`src/rtl/pin_reader_pkg.sv`:
```
// Shared constants for the pin_reader GPIO input peripheral:
// register word addresses, bus data width and debounce counter width.
package pin_reader_pkg;

  localparam int unsigned BUS_W  = 16;
  localparam int unsigned ADDR_W = 2;
  localparam int unsigned CNT_W  = 16;

  localparam logic [ADDR_W-1:0] PR_STATE  = 2'd0;
  localparam logic [ADDR_W-1:0] PR_RISE   = 2'd1;
  localparam logic [ADDR_W-1:0] PR_FALL   = 2'd2;
  localparam logic [ADDR_W-1:0] PR_IRQ_EN = 2'd3;

endpackage

```
`src/rtl/pin_debounce.sv`:
```
// Single-pin input conditioner: two-flop synchroniser, debounce counter and
// accepted level, with single-cycle edge pulses aligned to the level update.
// Ports:
//   clk, rst    : clock, synchronous active-high reset
//   pin_in      : asynchronous external pin
//   lvl         : accepted (debounced) level, registered
//   rise_c      : combinational pulse, high in the cycle whose edge sets lvl 0->1
//   fall_c      : combinational pulse, high in the cycle whose edge sets lvl 1->0
module pin_debounce
  import pin_reader_pkg::*;
#(
  parameter int unsigned DEBOUNCE_CYCLES = 48000
) (
  input  logic clk,
  input  logic rst,
  input  logic pin_in,
  output logic lvl,
  output logic rise_c,
  output logic fall_c
);

  logic             s1_q, s2_q, lvl_q;
  logic             s1_d, s2_d, lvl_d;
  logic [CNT_W-1:0] cnt_q, cnt_d;

  // Counter restarts whenever the synchronised pin agrees with the accepted level.
  always_comb begin
    s1_d  = pin_in;
    s2_d  = s1_q;
    lvl_d = lvl_q;
    cnt_d = '0;
    if (s2_q != lvl_q) begin
      if (cnt_q == CNT_W'(DEBOUNCE_CYCLES - 1)) begin
        lvl_d = s2_q;
      end else begin
        cnt_d = cnt_q + CNT_W'(1);
      end
    end
  end

  always_ff @(posedge clk) begin
    if (rst) begin
      s1_q  <= 1'b0;
      s2_q  <= 1'b0;
      lvl_q <= 1'b0;
      cnt_q <= '0;
    end else begin
      s1_q  <= s1_d;
      s2_q  <= s2_d;
      lvl_q <= lvl_d;
      cnt_q <= cnt_d;
    end
  end

  assign lvl    = lvl_q;
  assign rise_c = lvl_d & ~lvl_q;
  assign fall_c = ~lvl_d & lvl_q;

endmodule

```
`src/rtl/pin_reader.sv`:
```
// GPIO input peripheral: debounced pin levels, sticky rise/fall flags with
// write-1-to-clear, interrupt mask and a registered level interrupt.
// Ports:
//   clk, rst   : clock, synchronous active-high reset
//   pins_in    : asynchronous external pins
//   bus_addr   : register word address (STATE, RISE, FALL, IRQ_EN)
//   bus_re     : one-cycle read strobe, data returned next cycle
//   bus_we     : one-cycle write strobe
//   bus_wdata  : write data
//   bus_rdata  : registered read data, 0 when no read is returning
//   irq        : registered level interrupt request
module pin_reader
  import pin_reader_pkg::*;
#(
  parameter int unsigned WIDTH           = 4,
  parameter int unsigned DEBOUNCE_CYCLES = 48000
) (
  input  logic              clk,
  input  logic              rst,
  input  logic [WIDTH-1:0]  pins_in,
  input  logic [ADDR_W-1:0] bus_addr,
  input  logic              bus_re,
  input  logic              bus_we,
  input  logic [BUS_W-1:0]  bus_wdata,
  output logic [BUS_W-1:0]  bus_rdata,
  output logic              irq
);

  logic [WIDTH-1:0] lvl, rise_p, fall_p;
  logic [WIDTH-1:0] rise_q, rise_d, fall_q, fall_d, irq_en_q, irq_en_d;
  logic [WIDTH-1:0] rise_clr, fall_clr, wmask;
  logic [BUS_W-1:0] rdata_q, rdata_d;
  logic             irq_q, irq_d;
  logic             wdata_unused;

  for (genvar i = 0; i < int'(WIDTH); i++) begin : g_pin
    pin_debounce #(
      .DEBOUNCE_CYCLES(DEBOUNCE_CYCLES)
    ) u_deb (
      .clk    (clk),
      .rst    (rst),
      .pin_in (pins_in[i]),
      .lvl    (lvl[i]),
      .rise_c (rise_p[i]),
      .fall_c (fall_p[i])
    );
  end

  assign wmask        = bus_wdata[WIDTH-1:0];
  assign wdata_unused = ^bus_wdata;

  // Register writes, flag update (a new edge beats a same-cycle clear), read mux, irq.
  always_comb begin
    rise_clr = '0;
    fall_clr = '0;
    irq_en_d = irq_en_q;
    rdata_d  = '0;
    if (bus_we) begin
      case (bus_addr)
        PR_RISE:   rise_clr = wmask;
        PR_FALL:   fall_clr = wmask;
        PR_IRQ_EN: irq_en_d = wmask;
        default:   ;
      endcase
    end
    rise_d = (rise_q & ~rise_clr) | rise_p;
    fall_d = (fall_q & ~fall_clr) | fall_p;
    // Read sees pre-write register contents.
    if (bus_re) begin
      case (bus_addr)
        PR_STATE:  rdata_d = BUS_W'(lvl);
        PR_RISE:   rdata_d = BUS_W'(rise_q);
        PR_FALL:   rdata_d = BUS_W'(fall_q);
        PR_IRQ_EN: rdata_d = BUS_W'(irq_en_q);
        default:   rdata_d = '0;
      endcase
    end
    irq_d = |((rise_q | fall_q) & irq_en_q);
  end

  always_ff @(posedge clk) begin
    if (rst) begin
      rise_q   <= '0;
      fall_q   <= '0;
      irq_en_q <= '0;
      rdata_q  <= '0;
      irq_q    <= 1'b0;
    end else begin
      rise_q   <= rise_d;
      fall_q   <= fall_d;
      irq_en_q <= irq_en_d;
      rdata_q  <= rdata_d;
      irq_q    <= irq_d;
    end
  end

  assign bus_rdata = rdata_q;
  assign irq       = irq_q;

endmodule

```
`config.mk`:
```
export PLATFORM = sky130hd
export DESIGN_NAME = pin_reader
export DESIGN_NICKNAME = d
export VERILOG_FILES = /design/src/rtl/pin_reader_pkg.sv /design/src/rtl/pin_debounce.sv /design/src/rtl/pin_reader.sv
export SDC_FILE = /design/constraint.sdc
export NUM_CORES = 1
export LEC_CHECK = 0
export CAP_MARGIN = 20
export CORE_MARGIN = 2
export CORE_UTILIZATION = 36
export CTS_CLUSTER_SIZE = 8
export DETAILED_ROUTE_END_ITERATION = 7
export GPL_ROUTABILITY_DRIVEN = 1
export PLACE_DENSITY = 0.6
export SYNTH_ARGS = -nofsm -noshare
export SYNTH_HDL_FRONTEND = slang
export SYNTH_HIERARCHICAL = 1
export SYNTH_SLANG_ARGS = --single-unit
```
`constraint.sdc`:
```
create_clock -name clk -period 2.02 [get_ports clk]
set_clock_uncertainty 0.15 [all_clocks]
set_input_delay 0.505 -clock clk [delete_from_list [all_inputs] [get_ports clk]]
set_output_delay 0.505 -clock clk [all_outputs]
set_load 0.05 [all_outputs]
```
==> impl_results.md <==
* Status: completed
* CTS Buf Count at 9
* Cells after synthesis at 465
* Power consumption at around 4.0 mW
* Final Critical Period at roughly 1900 ps
* # setup viols final at 0
* WL/cell at 11.9 um
* Largest net degree at the start of global routing at 18
* Synth Warn # at 6
* Root buf cell: clkbuf_16
* Leakage at between 1.5 and 2 nW
* R2r worst-path depth at 5
* Most frequent cells in the layout: dfxtp_1 (93), nor2_1 (88), buf_4 (54)
* Final HPWL DP at 5860 um
* Vias in the first global route at ~3200
* Endpoints failing hold at 0
* Share of cells above drive strength 1 at 0.210
* Post-synth cell types at 35
* Async set-reset flop share out of synthesis at 0
* Maximum fanout along the worst path at 3
* Top FF cell, synth: dfxtp_1
* Syn Area/Cell at 9.05 um^2
* Part of the power in registers at 0.464
* Gate power share at 0.040
* Grt total ovfl at 0
* DRT antenna net count at 0
* Dpl ws at -39.9 ps
* Fin util at 0.458
* Max VDD drop at 0.000515 V
* Setup CP Type: flip-flop to flip-flop
* Max-cap viol count at 0
* First-pass GRT wire length at 14300 um
* FP Rows at 39
* Worst Slack Setup Final at 122 ps
* WL final at 8100 um
* Mapped Area at about 4200 um^2
* Core Region at 11400 um^2
* Die area at 12600 um^2
* Synthesis-to-layout area growth at 24.3%
* # diodes at 0
* Clk sink count at 93
* Clock power frac at 0.496
* Post-DR vias/cell at 4.84
* Hold-fix buffers, CTS at 0
* Post-synth EDFFs at 0
* WP data arrival at ~2000 ps
* Switching Share at 0.214
* Clock Path Buffers at 2
* Final worst path period share at 0.939
* Commonest non-fill, non-tap cell in the layout: dfxtp_1
* GRT Overall Usage at 0.139
* Seq/Total Area, Yosys at 0.443
* DR vias at 3299
* H-tree depth at 3
* CP Capture Type: flip-flop
* Net load switching power at around 0.85 mW
* Hold depth at 1
* DRT iter0 DRCs at 125
* Seq cells post-synth at 93
* Antenna violations before repair at 0
* Clk_lat worst skew at 340 ps
* Clk slew on worst S/H paths at 70 ps
* Placer Congestion at slightly above 0.8
* FMAX at 527 MHz
* Initial Utilization at 0.368
* CTS tree: built
* Fillers at between 1000 and 1500
* Hold crit path type: flip-flop to flip-flop
* Internal power at 3.13 mW
* Die X-Extent at 112 um
* Hold WS at 291 ps
* Port Buf Inserts at 18
* Power per cell area at between 700 and 800 nW/um^2
* Max Slew Vio Count at 0
* DRC viols at 0
* Startpoint Class: flip-flop
* Die Span Y at 112 um
* WP data required at ~2100 ps
* Reg2Reg Setup Slack at 120 ps
* Drt first pass iters at 4
* # IOs at 43
* Final #Nets at 563
* Setup total negative slack at 0 ps
[Yosys cell counts, types with 5 or more instances]
library cell | instances | area, um^2
or2_2 | 8 | 50.1
buf_2 | 5 | 25.0
o21ai_0 | 8 | 40.0
nor2b_1 | 12 | 75.1
nor4_1 | 8 | 50.1
inv_1 | 16 | 60.1
buf_6 | 5 | 56.3
mux2i_1 | 8 | 80.1
xnor2_1 | 44 | 385
nor2_1 | 92 | 345
nand2_1 | 16 | 60.1
a21oi_1 | 12 | 60.1
xor2_1 | 8 | 70.1
buf_4 | 12 | 90.1
nand4_1 | 16 | 100
nor3_1 | 20 | 100
nand3_1 | 25 | 125
dfxtp_1 | 93 | 1860
nand4b_1 | 8 | 70.1
[through the flow]
stage	instance area (um^2)	std cells
after CTS	5180	681
after floorplan	4250	476
after global routing	5230	681
after global placement	4830	665
final	5230	681
after detailed placement	4830	665
[area by class of cell]
cell class	count	area (um^2)	area share
clock buffers	9	225	0.0431
repair buffers	69	576	0.110
flip-flops and latches	93	1860	0.356
well taps	143	179	0.0342
inverters	16	60.1	0.0115
clock inverters	7	128	0.0244
multi-input cells	344	2200	0.421
[routing by layer]
metal / GRT usage / vias up / part of all wire
met5: 0 / - / 0
met4: 0.0756 / 0 / 0.022
met2: 0.220 / 51 / 0.47
met1: 0.178 / 1542 / 0.47
met3: 0.0275 / 12 / 0.032
li1: - / 1694 / -
[worst max-delay path: stages, from the launching register on]
cell	delay [ps]
dfxtp_1	370
or3b_1	370
or4_4	460
nor2_2	160
nor2_1	70
a311oi_2	230
[final timing paths]
check | startpoint | to
worst max-delay path | g_pin[1].u_deb/cnt_q[11] | fall_q[1]
worst max register to register | g_pin[1].u_deb/cnt_q[11] | fall_q[1]
worst min-delay path | g_pin[2].u_deb/s1_q | g_pin[2].u_deb/s2_q
worst min register to register | g_pin[2].u_deb/s1_q | g_pin[2].u_deb/s2_q
[cell families after synthesis]
| kind of cell | after synthesis | synth area share |
|---|---|---|
| compound gates | 25 | 0.0342 |
| xor+xnor | 52 | 0.108 |
| fa+ha+maj | 4 | 0.0119 |
| buf+inv | 39 | 0.0559 |
| flops | 93 | 0.443 |
| mux | 12 | 0.0405 |
| other cells | 1 | 0.000891 |
| simple gates | 239 | 0.306 |
[registers in the layout, summed over array words and instances, names as in the netlist]
| signal | cells |
|---|---|
| bus_rdata | 4 |
| fall_q | 4 |
| g_pin.u_deb/cnt_q | 64 |
| g_pin.u_deb/lvl | 4 |
| g_pin.u_deb/s1_q | 4 |
| g_pin.u_deb/s2_q | 4 |
| irq | 1 |
| irq_en_q | 4 |
| rise_q | 4 |
[power by group through the flow]
| stage | registers (mW) | logic [mW] | clock network, mW |
|---|---|---|---|
| 3_5_place_dp | 1.89 | 0.158 | 0 |
| 3_3_place_gp | 1.89 | 0.157 | 0 |
| 6_report | 1.85 | 0.159 | 1.98 |
| 2_1_floorplan | 1.89 | 0.115 | 0 |
| 5_1_grt | 1.85 | 0.171 | 2.11 |
| 4_1_cts | 1.85 | 0.159 | 2.04 |
[repair_timing]
| item | in CTS | in global routing |
|---|---|---|
| pin swaps | 0 | 0 |
| setup endpoints to repair | 1 | 17 |
| setup buffers | 0 | 0 |
| resized for setup | 1 | 13 |
| gates cloned | 0 | 0 |
Power figures use the tool's default switching activity.
